==> config.mk <==
export PLATFORM = sky130hd
export DESIGN_NAME = wb_rr_arbiter
export DESIGN_NICKNAME = d
export VERILOG_FILES = /design/src/rtl/wb_rr_arbiter.sv
export SDC_FILE = /design/constraint.sdc
export NUM_CORES = 1
export LEC_CHECK = 0
export ABC_AREA = 1
export CELL_PAD_IN_SITES_DETAIL_PLACEMENT = 1
export CELL_PAD_IN_SITES_GLOBAL_PLACEMENT = 2
export CORE_MARGIN = 2
export CORE_UTILIZATION = 12
export CTS_CLUSTER_SIZE = 24
export DETAILED_ROUTE_END_ITERATION = 6
export HOLD_SLACK_MARGIN = 0.06
export PLACE_DENSITY = 0.82
export SLEW_MARGIN = 25
export SYNTH_ARGS = -nofsm -noshare
export SYNTH_HDL_FRONTEND = slang
export SYNTH_SLANG_ARGS = --single-unit
export TNS_END_PERCENT = 20
==> constraint.sdc <==
create_clock -name clk -period 3.2 [get_ports clk]
set_clock_uncertainty 0.2 [all_clocks]
set_input_delay 0.96 -clock clk [delete_from_list [all_inputs] [get_ports clk]]
set_output_delay 0.96 -clock clk [all_outputs]
set_load 0.005 [all_outputs]
==> src/rtl/wb_rr_arbiter.sv <==
// Round-robin arbiter sharing one Wishbone slave among NUM_MASTERS masters.
// Ownership lasts a full CYC; a per-transfer watchdog aborts a stalled slave with ERR.
module wb_rr_arbiter #(
  parameter int NUM_MASTERS = 2,
  parameter int ADDR_WIDTH  = 16,
  parameter int DATA_WIDTH  = 16,
  parameter int TIMEOUT     = 255
) (
  input  logic                              clk,
  input  logic                              reset,
  input  logic [NUM_MASTERS-1:0]            m_cyc,
  input  logic [NUM_MASTERS-1:0]            m_stb,
  input  logic [NUM_MASTERS-1:0]            m_we,
  input  logic [NUM_MASTERS*ADDR_WIDTH-1:0] m_adr,
  input  logic [NUM_MASTERS*DATA_WIDTH-1:0] m_dat_w,
  output logic [NUM_MASTERS-1:0]            m_ack,
  output logic [NUM_MASTERS-1:0]            m_err,
  output logic [DATA_WIDTH-1:0]             m_dat_r,
  output logic                              s_cyc,
  output logic                              s_stb,
  output logic                              s_we,
  output logic [ADDR_WIDTH-1:0]             s_adr,
  output logic [DATA_WIDTH-1:0]             s_dat_w,
  input  logic [DATA_WIDTH-1:0]             s_dat_r,
  input  logic                              s_ack,
  output logic [NUM_MASTERS-1:0]            grant
);

  localparam int IW = $clog2(NUM_MASTERS);
  localparam int WW = $clog2(TIMEOUT);

  typedef enum logic [1:0] {IDLE, BUSY, ABORT} state_t;

  state_t                 state, state_n;
  logic [NUM_MASTERS-1:0] grant_n;
  logic [IW-1:0]          owner, owner_n;
  logic [IW-1:0]          last, last_n;
  logic [WW-1:0]          wd_cnt, wd_n;
  logic [IW-1:0]          idx;
  logic [IW-1:0]          pick_idx;
  logic                   pick_valid;

  // Scan starting just after the last owner, wrapping; first requester wins.
  always_comb begin
    pick_valid = 1'b0;
    pick_idx   = '0;
    idx        = last;
    for (int k = 0; k < NUM_MASTERS; k++) begin
      idx = (idx == IW'(NUM_MASTERS - 1)) ? '0 : idx + IW'(1);
      if (m_cyc[idx] && !pick_valid) begin
        pick_valid = 1'b1;
        pick_idx   = idx;
      end
    end
  end

  // Handshake: a beat completes on any cycle where s_stb and s_ack are both high;
  // STB without ACK is a stall, counted by the watchdog.
  always_comb begin
    s_cyc   = 1'b0;
    s_stb   = 1'b0;
    s_we    = 1'b0;
    s_adr   = '0;
    s_dat_w = '0;
    if (state == BUSY) begin
      s_cyc   = m_cyc[owner];
      s_stb   = m_stb[owner];
      s_we    = m_we[owner];
      s_adr   = m_adr[int'(owner)*ADDR_WIDTH +: ADDR_WIDTH];
      s_dat_w = m_dat_w[int'(owner)*DATA_WIDTH +: DATA_WIDTH];
    end
    m_ack = (state == BUSY && s_stb && s_ack) ? grant : '0;
    m_err = (state == ABORT) ? grant : '0;
  end

  assign m_dat_r = s_dat_r;

  always_comb begin
    state_n = state;
    grant_n = grant;
    owner_n = owner;
    last_n  = last;
    wd_n    = wd_cnt;
    case (state)
      IDLE: begin
        wd_n = '0;
        if (pick_valid) begin
          state_n           = BUSY;
          owner_n           = pick_idx;
          grant_n           = '0;
          grant_n[pick_idx] = 1'b1;
        end
      end
      BUSY: begin
        if (!m_cyc[owner]) begin
          state_n = IDLE;
          last_n  = owner;
          grant_n = '0;
          wd_n    = '0;
        end else if (s_stb && !s_ack) begin
          if (wd_cnt == WW'(TIMEOUT - 1)) begin
            state_n = ABORT;
            wd_n    = '0;
          end else begin
            wd_n = wd_cnt + WW'(1);
          end
        end else begin
          wd_n = '0;
        end
      end
      ABORT: begin
        state_n = IDLE;
        last_n  = owner;
        grant_n = '0;
        wd_n    = '0;
      end
      default: begin
        state_n = IDLE;
        grant_n = '0;
        wd_n    = '0;
      end
    endcase
  end

  always_ff @(posedge clk) begin
    if (!reset) begin
      state  <= IDLE;
      grant  <= '0;
      owner  <= '0;
      last   <= IW'(NUM_MASTERS - 1);
      wd_cnt <= '0;
    end else begin
      state  <= state_n;
      grant  <= grant_n;
      owner  <= owner_n;
      last   <= last_n;
      wd_cnt <= wd_n;
    end
  end

endmodule

==> results.txt <==
Outcome: complete, no violations
Area of the mapped netlist: 1320 µm²
Kind of end point of the critical path: primary output
Most frequent cells in the layout: nor2_1 (85), clkdlybuf4s50_1 (74), o21ai_0 (34), dlygate4sd2_1 (34), nand2_1 (17)
Io pins: 146
Crit Path Category: in2out
#FFs+latches synth: 14
Rows: 38
GRT overflow: 0
Post-route setup TNS: 0 ns
Req. time, crit path: 2.04 ns
Nets: 428
Die area: 11900 µm²
WHS Path Cells: 1
Syn avg cell area: 5.78 µm²
WP data arrival: 1.94 ns
Residual DRC: 0
TritonCTS buffer count: 3
WP buf/inv: 3
DR pass1 iterations: 4
Post-route non-filler standard cell count: 473
Slowest-stage cell, CP: clkdlybuf4s50_1
CTS tree: built
IO buf count: 113
Die width: 109 µm
Commonest non-fill, non-tap cell in the layout: nor2_1
Worst-margin pin slew: 0.373 ns
F_max: 0.323 GHz
Initial antenna violation count: 0
Starting DRT DRC Count: 81
Setup-failing EPs final: 0
Leakage: 0.00119 µW
Core box area: 10800 µm²
CTS Buffer Depth: 2
Vias in the first global route: 1882
Most common cell on crit path: nand2_2
Setup ws final: 0.102 ns
Share of cells above drive strength 1: 0.102
Overall via count from detail_route: 1799
Clk sinks: 14
Critical Path Fanout Max: 2
Clock-pin slew on the worst setup and hold paths: 0.06 ns
Total length of routed wires: 5770 µm
Slowest stage delay, CP: 0.45 ns
Max cap viols: 0
Total GRT Usage: 0.0898
Final GP Congestion: 0.769
DR vias/cell: 3.80
Synth cell types: 23
Synth Warn #: 0
Slew Limit Fails: 0
Setup repair bufs after CTS: 0
Initial cell density of the core: 0.123
Pin count of the biggest net entering global routing: 25
CP delay by family, top: buffers and inverters
Final Critical Period: 3.10 ns
Final antenna-violating net count: 0
Syn Inst Count: 229
Crit path depth: 8
HPWL after detailed placement: 4780 µm
Share of the yosys chip area belonging to registers: 0.212
Final period utilization: 0.968
Clk_lat worst skew: 0.24 ns
ANT cells: 0
Routed WL per cell: 12.2 µm
Power Density: 279 nW/µm²
# hold bufs at CTS: 0
Cells after DPL: 469
Syn_nets: 323
Rel. slew slack: 0.751
Placement Setup Slack: -0.390 ns
Reg2reg path depth: 8
Area Growth Syn to Fin: 94.6%
Htree depth: 1
Unrepaired setup endpoints after global routing: no
First-pass GRT wire length: 8610 µm
VDD IR max: 100 µV
Setup crit start kind: input pin
Clock Tree Root: clkbuf_8
Min-delay worst type: reg2reg
Final hold viol count: 0
Die Ht: 109 µm
Crit-path cells: clkdlybuf4s50_1 > nand2_1 > nand2_2 > nand2_2 > inv_2 > nand2_2 > nor2_1 > buf_2
repair_timing:
| item | in CTS | in global routing |
|---|---|---|
| setup endpoints to repair | 37 | 3 |
| gates resized for setup | 45 | 5 |
| pin swaps | 4 | 2 |
worst register-to-register path, delay by kind of cell, from the launching register on:
kind / cells / cell delay [ns]
flip-flops: 1 / 0.54
buffers and inverters: 2 / 0.46
AND/OR/NAND/NOR: 6 / 0.71
sequential cells by signal, summed over array words and instances (netlist names):
register / flops
grant: 2
owner: 1
state: 2
last: 1
wd_cnt: 8
worst paths after layout:
| path | from | endpoint | slack, ns |
|---|---|---|---|
| min | wd_cnt[0]$_SDFF_PP0_ | wd_cnt[0]$_SDFF_PP0_ | 0.28 |
| max reg2reg | owner$_SDFFE_PN0P_ | wd_cnt[7]$_SDFF_PP0_ | 1.22 |
| min reg2reg | wd_cnt[0]$_SDFF_PP0_ | wd_cnt[0]$_SDFF_PP0_ | 0.28 |
| max | m_stb[0] | m_ack[1] | 0.10 |
cell usage after synthesis:
master | instances | share of area
nor2_1 | 85 | 0.24
o21ai_0 | 34 | 0.13
nand2_1 | 20 | 0.057
buf_4 | 16 | 0.091
dfxtp_1 | 14 | 0.21
inv_1 | 13 | 0.037
clkbuf_1 | 9 | 0.026
ha_1 | 5 | 0.047
nand3_1 | 5 | 0.019
xor2_1 | 4 | 0.026
a21oi_1 | 3 | 0.011
inv_2 | 3 | 0.0085
nand2_2 | 3 | 0.014
o21ai_1 | 3 | 0.011
nand4_1 | 2 | 0.0095
nor2_2 | 2 | 0.0095
xnor2_1 | 2 | 0.013
buf_2 | 1 | 0.0038
buf_6 | 1 | 0.0085
nand3_2 | 1 | 0.0076
nor2_4 | 1 | 0.0085
nor3_1 | 1 | 0.0038
o21a_1 | 1 | 0.0057
per-layer routing:
layer | track usage | wire length [µm] | share of wire | vias to the layer above
met5 | 0 | 0 | 0 | -
met4 | 0.0211 | 34 | 0.0059 | 0
met3 | 0.0203 | 623 | 0.11 | 4
met2 | 0.175 | 2850 | 0.49 | 75
met1 | 0.0969 | 2260 | 0.39 | 814
li1 | - | - | - | 906
final cells by class:
| class | instances | area (µm²) |
|---|---|---|
| repair buffers | 127 | 1180 |
| well taps | 140 | 175 |
| flip-flops and latches | 14 | 280 |
| fillers | 1356 | 8220 |
| inverters | 16 | 60.1 |
| multi-input cells | 172 | 820 |
| clock buffers | 4 | 55.1 |
power breakdown:
group | internal (µW) | leakage (µW) | switching [µW]
clock | 109 | 0.0000288 | 64.7
combinational | 195 | 0.00105 | 157
sequential | 183 | 0.000114 | 8.87
logic make-up (layout without fill, tap and decap cells):
| family | after synthesis | in the layout | synth area share |
|---|---|---|---|
| AOI/OAI and AO/OA | 41 | 41 | 0.157 |
| xor gates and xnor gates | 6 | 6 | 0.0397 |
| adders and majority gates | 5 | 5 | 0.0473 |
| buffers and inverters | 43 | 147 | 0.174 |
| DFF | 14 | 14 | 0.212 |
| and+or+nand+nor | 120 | 120 | 0.370 |
stage by stage:
stage,cell area [µm²],utilization,total power (µW),hold WS [ns]
final,2570,0.238,718,0.284
after detailed placement,2560,0.238,593,0.283
after floorplan,1320,-,346,0.230
after CTS,2580,0.239,735,0.299
after global placement,2560,0.238,587,0.243
after global routing,2570,0.238,776,0.317
No activity file was read; power rests on OpenSTA's default activity.
